File: config.mk
export PLATFORM = sky130hd
export DESIGN_NAME = inst_fetch
export DESIGN_NICKNAME = d
export VERILOG_FILES = /design/src/rtl/inst_fetch.sv
export SDC_FILE = /design/constraint.sdc
export NUM_CORES = 1
export LEC_CHECK = 0
export CAP_MARGIN = 20
export CORE_UTILIZATION = 52
export DETAILED_ROUTE_END_ITERATION = 10
export HOLD_SLACK_MARGIN = 0.12
export PLACE_DENSITY_LB_ADDON = 0.08
export SLEW_MARGIN = 10
export SYNTH_ARGS = -nofsm -noshare
export SYNTH_HDL_FRONTEND = slang
export SYNTH_SLANG_ARGS = --single-unit
File: constraint.sdc
create_clock -name Clk -period 2.7 [get_ports Clk]
set_input_delay 0.27 -clock Clk [delete_from_list [all_inputs] [get_ports Clk]]
set_output_delay 0.27 -clock Clk [all_outputs]
set_load 0.05 [all_outputs]
File: src/rtl/inst_fetch.sv
// Instruction fetch front-end: walks a PC over a zero-latency ROM port and
// buffers fetched words in a small prefetch queue.
// Decode consumes the queue over a valid/ready handshake.
module inst_fetch #(
  parameter int AW        = 10,
  parameter int IW        = 9,
  parameter int DEPTH     = 2,
  parameter int LAST_ADDR = 511
) (
  input  logic          Clk,
  input  logic          Reset_n,
  input  logic          Start,
  input  logic [AW-1:0] StartAddr,
  output logic [AW-1:0] InstAddress,
  input  logic [IW-1:0] InstOut,
  input  logic          Redirect,
  input  logic [AW-1:0] RedirectAddr,
  output logic          InstValid,
  input  logic          InstReady,
  output logic [IW-1:0] Inst,
  output logic [AW-1:0] InstPC,
  output logic          Done
);

  localparam int PW = $clog2(DEPTH);
  localparam int CW = $clog2(DEPTH + 1);

  localparam logic [1:0] S_IDLE  = 2'd0;
  localparam logic [1:0] S_FETCH = 2'd1;
  localparam logic [1:0] S_DRAIN = 2'd2;
  localparam logic [1:0] S_DONE  = 2'd3;

  localparam logic [AW-1:0] LAST = AW'(LAST_ADDR);
  localparam logic [CW-1:0] FULL = CW'(DEPTH);

  logic [1:0]    state, state_nxt;
  logic [AW-1:0] pc, pc_nxt;
  logic [IW-1:0] q_instr [DEPTH];
  logic [AW-1:0] q_pc    [DEPTH];
  logic [PW-1:0] rd_ptr, wr_ptr;
  logic [CW-1:0] count, count_nxt;
  logic [IW-1:0] hold_instr;
  logic [AW-1:0] hold_pc;
  logic          redir, push, pop, head_vld;

  assign head_vld    = (count != '0);
  assign InstValid   = head_vld;
  assign InstAddress = pc;
  assign Done        = (state == S_DONE);

  // Outputs keep the last head seen once the queue runs empty.
  assign Inst   = head_vld ? q_instr[rd_ptr] : hold_instr;
  assign InstPC = head_vld ? q_pc[rd_ptr]    : hold_pc;

  assign redir = Redirect & ((state == S_FETCH) | (state == S_DRAIN));
  assign pop   = head_vld & InstReady & ~redir;
  assign push  = (state == S_FETCH) & ((count < FULL) | (head_vld & InstReady)) & ~redir;

  always_comb begin
    count_nxt = count;
    if (redir)
      count_nxt = '0;
    else if (push && !pop)
      count_nxt = count + CW'(1);
    else if (pop && !push)
      count_nxt = count - CW'(1);
  end

  always_comb begin
    state_nxt = state;
    pc_nxt    = pc;
    if (redir) begin
      pc_nxt    = RedirectAddr;
      state_nxt = (RedirectAddr > LAST) ? S_DRAIN : S_FETCH;
    end else begin
      case (state)
        S_IDLE, S_DONE: begin
          if (Start) begin
            pc_nxt    = StartAddr;
            state_nxt = (StartAddr > LAST) ? S_DONE : S_FETCH;
          end
        end
        S_FETCH: begin
          // PC parks on the last address so it can never wrap.
          if (push) begin
            if (pc == LAST)
              state_nxt = S_DRAIN;
            else
              pc_nxt = pc + AW'(1);
          end
        end
        S_DRAIN: begin
          if (count_nxt == '0)
            state_nxt = S_DONE;
        end
        default: state_nxt = S_IDLE;
      endcase
    end
  end

  // Control and queue state
  always_ff @(posedge Clk or negedge Reset_n) begin
    if (!Reset_n) begin
      state      <= S_IDLE;
      pc         <= '0;
      count      <= '0;
      rd_ptr     <= '0;
      wr_ptr     <= '0;
      hold_instr <= '0;
      hold_pc    <= '0;
      for (int i = 0; i < DEPTH; i++) begin
        q_instr[i] <= '0;
        q_pc[i]    <= '0;
      end
    end else begin
      state <= state_nxt;
      pc    <= pc_nxt;
      count <= count_nxt;
      if (head_vld) begin
        hold_instr <= q_instr[rd_ptr];
        hold_pc    <= q_pc[rd_ptr];
      end
      if (redir) begin
        rd_ptr <= '0;
        wr_ptr <= '0;
      end else begin
        if (push) begin
          q_instr[wr_ptr] <= InstOut;
          q_pc[wr_ptr]    <= pc;
          wr_ptr          <= wr_ptr + PW'(1);
        end
        if (pop)
          rd_ptr <= rd_ptr + PW'(1);
      end
    end
  end

endmodule

==> impl_metrics.toml <==
[outcome]
run_status = "finished, violations left"
violations = "design-rule violations"

[layout]
final_layout_size_suffix_gt1_share_pct = 23.9
area_growth_pct = 33.5
final_common_cell = "dfrtp_1"
final_nets = 423
antenna_cells = 0
final_cell_mix = "73 x dfrtp_1, 43 x clkdlybuf4s50_1, 37 x mux2_2"

[synthesis]
avgSynthCellArea_um2 = 11.2
synth_nets = 353
ys_ff_latch = 73
yosysUniqueCellTypes = 46
synthesis.area_um2 = 3500
ys_warn_count = 0
ys_seq_area_share_pct = 52.1
synth_cells = 314

[critical_path]
crit_path_start_kind = "flop"
critPathLaunch = "count[1]"
r2r_slack_ps = 480
endpoint = "InstPC[6]"
reg2reg_to = "InstAddress[8]"
required_ps = 2430
cp_max_fo = 29
cp_data_arrival_time_ps = 2070
reg2regPathDepth = 7
r2r_start = "count[1]"
worstSetupEndpointType = "output port"
worst-setup-path-type = "reg -> out"

[drt]
wire_per_inst_um = 16.0
vias_per_cell = 5.70
detailroute.via_count = 2657
initialDrtViolationCount = 143
drc = 7
drt_wl_total_um = 7480
drtPass1Iterations = 7
ant_nets = 0

[global_route]
grt_pass1_wl_um = 12500
grt_pass1_vias = 2581
antenna_found_initial = 0
track_usage_pct = 22.8
grt_max_degree = 74
grt_overflow_total = 0

[timing]
min_period_ps = 2340
report.final.hold_viol_count = 0
finalCritPeriodShare_pct = 86.6
setup_viol = 0
maxSlewViolCount = 0
tightest_slew_ps = 922
clock_skew_ps = 5.51
timing.max_slew.rel_slack_pct = 38.5
rsz0062_at_grt = "false"
finalSetupTns_ps = 0
fmax_mhz = 428

[die]
die_h_um = 84.1
ios = 65
die_w_um = 84.1
placementRows = 29
core_area_um2 = 6420
start_util_pct = 54.5
fp.dieArea_um2 = 7070

[cts]
clkLatencyLatePin_ps = 340
postCtsSetupRepairBufs = 0
cts_inserted_buffers = 9
cts_sinks = 73
clk_path_buf_depth = 2
cts-root-buf = "clkbuf_8"
h-tree-depth = 3
cts.clk_slew.worst_paths_ps = 80
cts_tree = "built"

[place]
io_buffers = 64
gp_congestion = 0.941
dp_hpwl_um = 5100

[hold_path]
hp-class = "reg -> reg"

[job]
maxCapViolations = 0
sequential cells by signal, indices dropped and copies added (netlist names):
name         count
InstAddress     10
count            2
hold_instr       9
hold_pc         10
q_instr         18
q_pc            20
rd_ptr           1
state            2
wr_ptr           1
cell type report:
| type | count | area, um^2 |
|---|---|---|
| inverters | 9 | 36.3 |
| clock buffers | 10 | 128 |
| repair buffers | 75 | 911 |
| well taps | 77 | 96.3 |
| flip-flops and latches | 73 | 1830 |
| multi-input cells | 216 | 1560 |
| fillers | 478 | 1750 |
| clock inverters | 6 | 115 |
kinds of logic (layout without fill, tap and decap cells):
logic type,after synthesis,after routing,share of synthesized area [%]
multiplexers,60,60,18.5
adder cells (fa/ha/maj),5,5,1.79
buffers and inverters,25,100,3.21
AO/OA/AOI/OAI,63,63,11.4
AND/OR/NAND/NOR,83,83,11.7
XOR/XNOR,5,5,1.25
flip-flops,73,73,52.1
synthesized netlist by cell type (all sizes together):
| cell type | count | area [um^2] |
|---|---|---|
| a211o | 1 | 8.76 |
| a211oi | 2 | 15.0 |
| a21boi | 1 | 7.51 |
| a21oi | 12 | 60.1 |
| a221oi | 2 | 17.5 |
| a311o | 1 | 10.0 |
| a31o | 2 | 17.5 |
| a31oi | 3 | 18.8 |
| a41o | 1 | 10.0 |
| and3 | 5 | 31.3 |
| buf | 5 | 33.8 |
| clkbuf | 11 | 42.5 |
| dfrtp | 73 | 1830 |
| ha | 5 | 62.6 |
| inv | 9 | 36.3 |
| mux2 | 39 | 439 |
| mux2i | 21 | 210 |
| nand2 | 33 | 126 |
| nand2b | 3 | 18.8 |
| nand3 | 8 | 40.0 |
| nand4 | 3 | 18.8 |
| nor2 | 16 | 65.1 |
| nor2b | 3 | 26.3 |
| nor3 | 5 | 36.3 |
| nor4 | 2 | 12.5 |
| o211ai | 2 | 20.0 |
| o21ai | 27 | 135 |
| o221ai | 1 | 15.0 |
| o22ai | 2 | 12.5 |
| o31a | 3 | 26.3 |
| o31ai | 2 | 15.0 |
| o32ai | 1 | 8.76 |
| or3 | 2 | 12.5 |
| or4 | 3 | 22.5 |
| xnor2 | 4 | 35.0 |
| xor2 | 1 | 8.76 |
worst min-delay path by stage:
stage / endpoint / from / cells past startpoint
4_1_cts: q_pc[3] / q_pc[3] / 2
3_5_place_dp: hold_pc[1] / Reset_n / 1
2_1_floorplan: InstAddress[0] / Reset_n / 0
5_1_grt: q_pc[8] / q_pc[8] / 1
6_report: q_pc[3] / q_pc[3] / 2
3_3_place_gp: hold_pc[1] / Reset_n / 1
routing by layer:
| layer | global-route usage, % | wire (um) | vias up |
|---|---|---|---|
| met5 | 0 | 0 | - |
| met4 | 9.25 | 121 | 0 |
| met3 | 3.46 | 290 | 12 |
| met2 | 36.1 | 3560 | 75 |
| met1 | 31.5 | 3500 | 1303 |
| li1 | - | - | 1267 |
per-stage QoR:
| stage | setup WS (ps) | cell area, um^2 | std cells | utilization [%] | hold WS, ps |
|---|---|---|---|---|---|
| 2_1_floorplan | 382 | 3500 | 314 | - | -25.6 |
| 3_3_place_gp | 530 | 4420 | 449 | 68.9 | 457 |
| 3_5_place_dp | 477 | 4420 | 449 | 68.9 | 463 |
| 4_1_cts | 367 | 4680 | 466 | 72.8 | 496 |
| 5_1_grt | 289 | 4680 | 466 | 72.8 | 519 |
| 6_report | 361 | 4680 | 466 | 72.8 | 489 |
critical path, cell delays in order, from the launching register on:
cell and delay, ps:
dfrtp_1 430, inv_1 100, ha_1 250, buf_4 250, o21ai_0 500, buf_12 210
timing repair:
item | 4_1_cts | 5_1_grt
hold endpoints to repair | 73 | 0
endpoints found under the setup margin | 0 | 0
hold buffers | 1 | 0
resized for setup | 0 | 0
Power is left out: the tool's default activity adds up to more than one toggle a clock period on the data nets, which glitch-free logic cannot reach.
==> RTL change, RTL diff (same settings) <==
The parameter `AW` goes from 10 to 11.
--- a/src/rtl/inst_fetch.sv
+++ b/src/rtl/inst_fetch.sv
@@ -2,7 +2,7 @@
 // buffers fetched words in a small prefetch queue.
 // Decode consumes the queue over a valid/ready handshake.
 module inst_fetch #(
-  parameter int AW        = 10,
+  parameter int AW        = 11,
   parameter int IW        = 9,
   parameter int DEPTH     = 2,
   parameter int LAST_ADDR = 511
Interface: changed (resized InstAddress, InstPC, RedirectAddr and StartAddr); port bits go from 65 to 69. The function was not compared with the original's and may differ.
==> RTL change against the original RTL <==
Sequential cell count rose by 4. Critical path type unchanged. Wire length grew 6.5%. Final area up 4.0%. Critical path depth did not move. Worst setup slack worse by 0.015 ns. Non-clock buffer count grew 6. Count of clock-buffer cells in the layout is 1 lower. Sequential share of layout area is 0.56 points higher. Clock skew up 0.011 ns. Die area increased by 6.9%. Via count rose by 8.7%. Synthesized area up 7.0%.
Power is left out: the tool's default activity adds up to more than one toggle a clock period on the data nets, which glitch-free logic cannot reach.
==> RTL change: results (changes against the original RTL) <==
[synthesis]
ys_top_cells_by_count = dfrtp_1 (77), nand2_1 (34), mux2_2 (29), o21ai_0 (29), mux2i_1 (22)  ; was dfrtp_1 (73), mux2_2 (37), nand2_1 (32), o21ai_0 (27), mux2i_1 (21)
ys_seq_area_share_pct = 51.4  ; was 52.1%
synth_area_leaders = dfrtp_1 (51%), mux2_2 (8.7%), mux2i_1 (5.9%)  ; was dfrtp_1 (52%), mux2_2 (12%), mux2i_1 (6.0%)
synth_nets = 389  ; was 353
yosysUniqueCellTypes = 48  ; was 46

[final_layout]
top_regs = q_pc (22), q_instr (18)  ; was q_pc (20), q_instr (18)
fin_nets = 456  ; was 423
fill_cells = 546  ; was 478
drive_above_1_share_pct = 20.2  ; was 23.9%

[placement]
dpl_cell_area_mm2 = 0.00467  ; was 0.00442 mm²
port-buffer-count = 68  ; was 64
hpwl_um = 5430  ; was 5100 µm

[route]
vias = 2888  ; was 2657
dr.first_iter.drc_count = 136  ; was 143
first_pass_iters = 4  ; was 7

[hold_path]
hold_end = q_pc[13]  ; was q_pc[3]
min_from = q_pc[13]  ; was q_pc[3]
whs_path_depth = 1  ; was 2

[global_routing]
grt_first_pass_wirelength_um = 13500  ; was 12500 µm
grt_pass1_vias = 2915  ; was 2581
grt_max_degree = 78  ; was 74
globalRouteTotalUtil_pct = 23.2  ; was 22.8%

[worst_setup_path]
reg2reg_to = InstAddress[1]  ; was InstAddress[8]
cpLargestDelayFamily = buffers and inverters  ; unchanged
reg2reg_depth = 6  ; was 7
cp_max_fo = 41  ; was 29
slowest_delay_ns = 0.48  ; was 0.50 ns
rr_startpoint = InstAddress[1]  ; was count[1]

[cts]
clock_latency_ns = 0.36  ; was 0.34 ns

[status]
outcome = completed  ; was finished with violations

[sta]
clock_skew_ns = 0.0165  ; was 0.00551 ns
drv_slew = 0  ; unchanged

-- RTL change: cell families after synthesis --
group / Yosys count / synth area share (%)
flip-flops: 77 / 51.4
adder cells (fa/ha/maj): 5 / 1.67
multiplexers: 63 / 18.3
AND/OR/NAND/NOR: 89 / 11.6
AO/OA/AOI/OAI: 78 / 12.1
buffers and inverters: 31 / 3.70
XOR/XNOR: 5 / 1.17
-- RTL change: what timing repair did --
item                      4_1_cts  5_1_grt
hold endpoints to repair       70        0
setup buffers                   0        0
hold buffers                    1        0
-- RTL change: how the worst max path moves through the flow --
stage | slack, ns | from | to
final | 0.35 | count[1] | InstPC[6]
after global routing | 0.20 | count[1] | InstPC[6]
after CTS | 0.35 | count[1] | InstPC[9]
after detailed placement | 0.49 | state[0] | q_instr[12]
after global placement | 0.55 | state[0] | q_pc[12]
after floorplan | 0.33 | count[1] | InstPC[8]
-- RTL change: per-layer routing --
metal  share of wire [%]  track usage [%]  wire [µm]
met1                  45             30.2       3610
met2                  48             38.6       3820
met3                 5.0             3.79        395
met4                 1.7             9.70        135
met5                   0                0          0
-- RTL change: layout make-up --
cell class	instances	area [µm²]	area share (%)
sequential	77	1930	39.6
multi-input combinational	240	1690	34.7
timing repair buffer	81	926	19.0
clock buffer	9	124	2.55
tap	96	120	2.47
clock inverter	7	57.6	1.18
inverter	6	22.5	0.463
-- RTL change: metrics by stage --
step / hold slack (ns) / cells / setup WS, ns / utilization, %
final: 0.493 / 516 / 0.346 / 70.8
after global routing: 0.520 / 516 / 0.197 / 70.8
after CTS: 0.497 / 516 / 0.345 / 70.8
after detailed placement: 0.478 / 499 / 0.489 / 68.0
after global placement: 0.466 / 499 / 0.548 / 68.0
after floorplan: -0.0256 / 348 / 0.329 / -
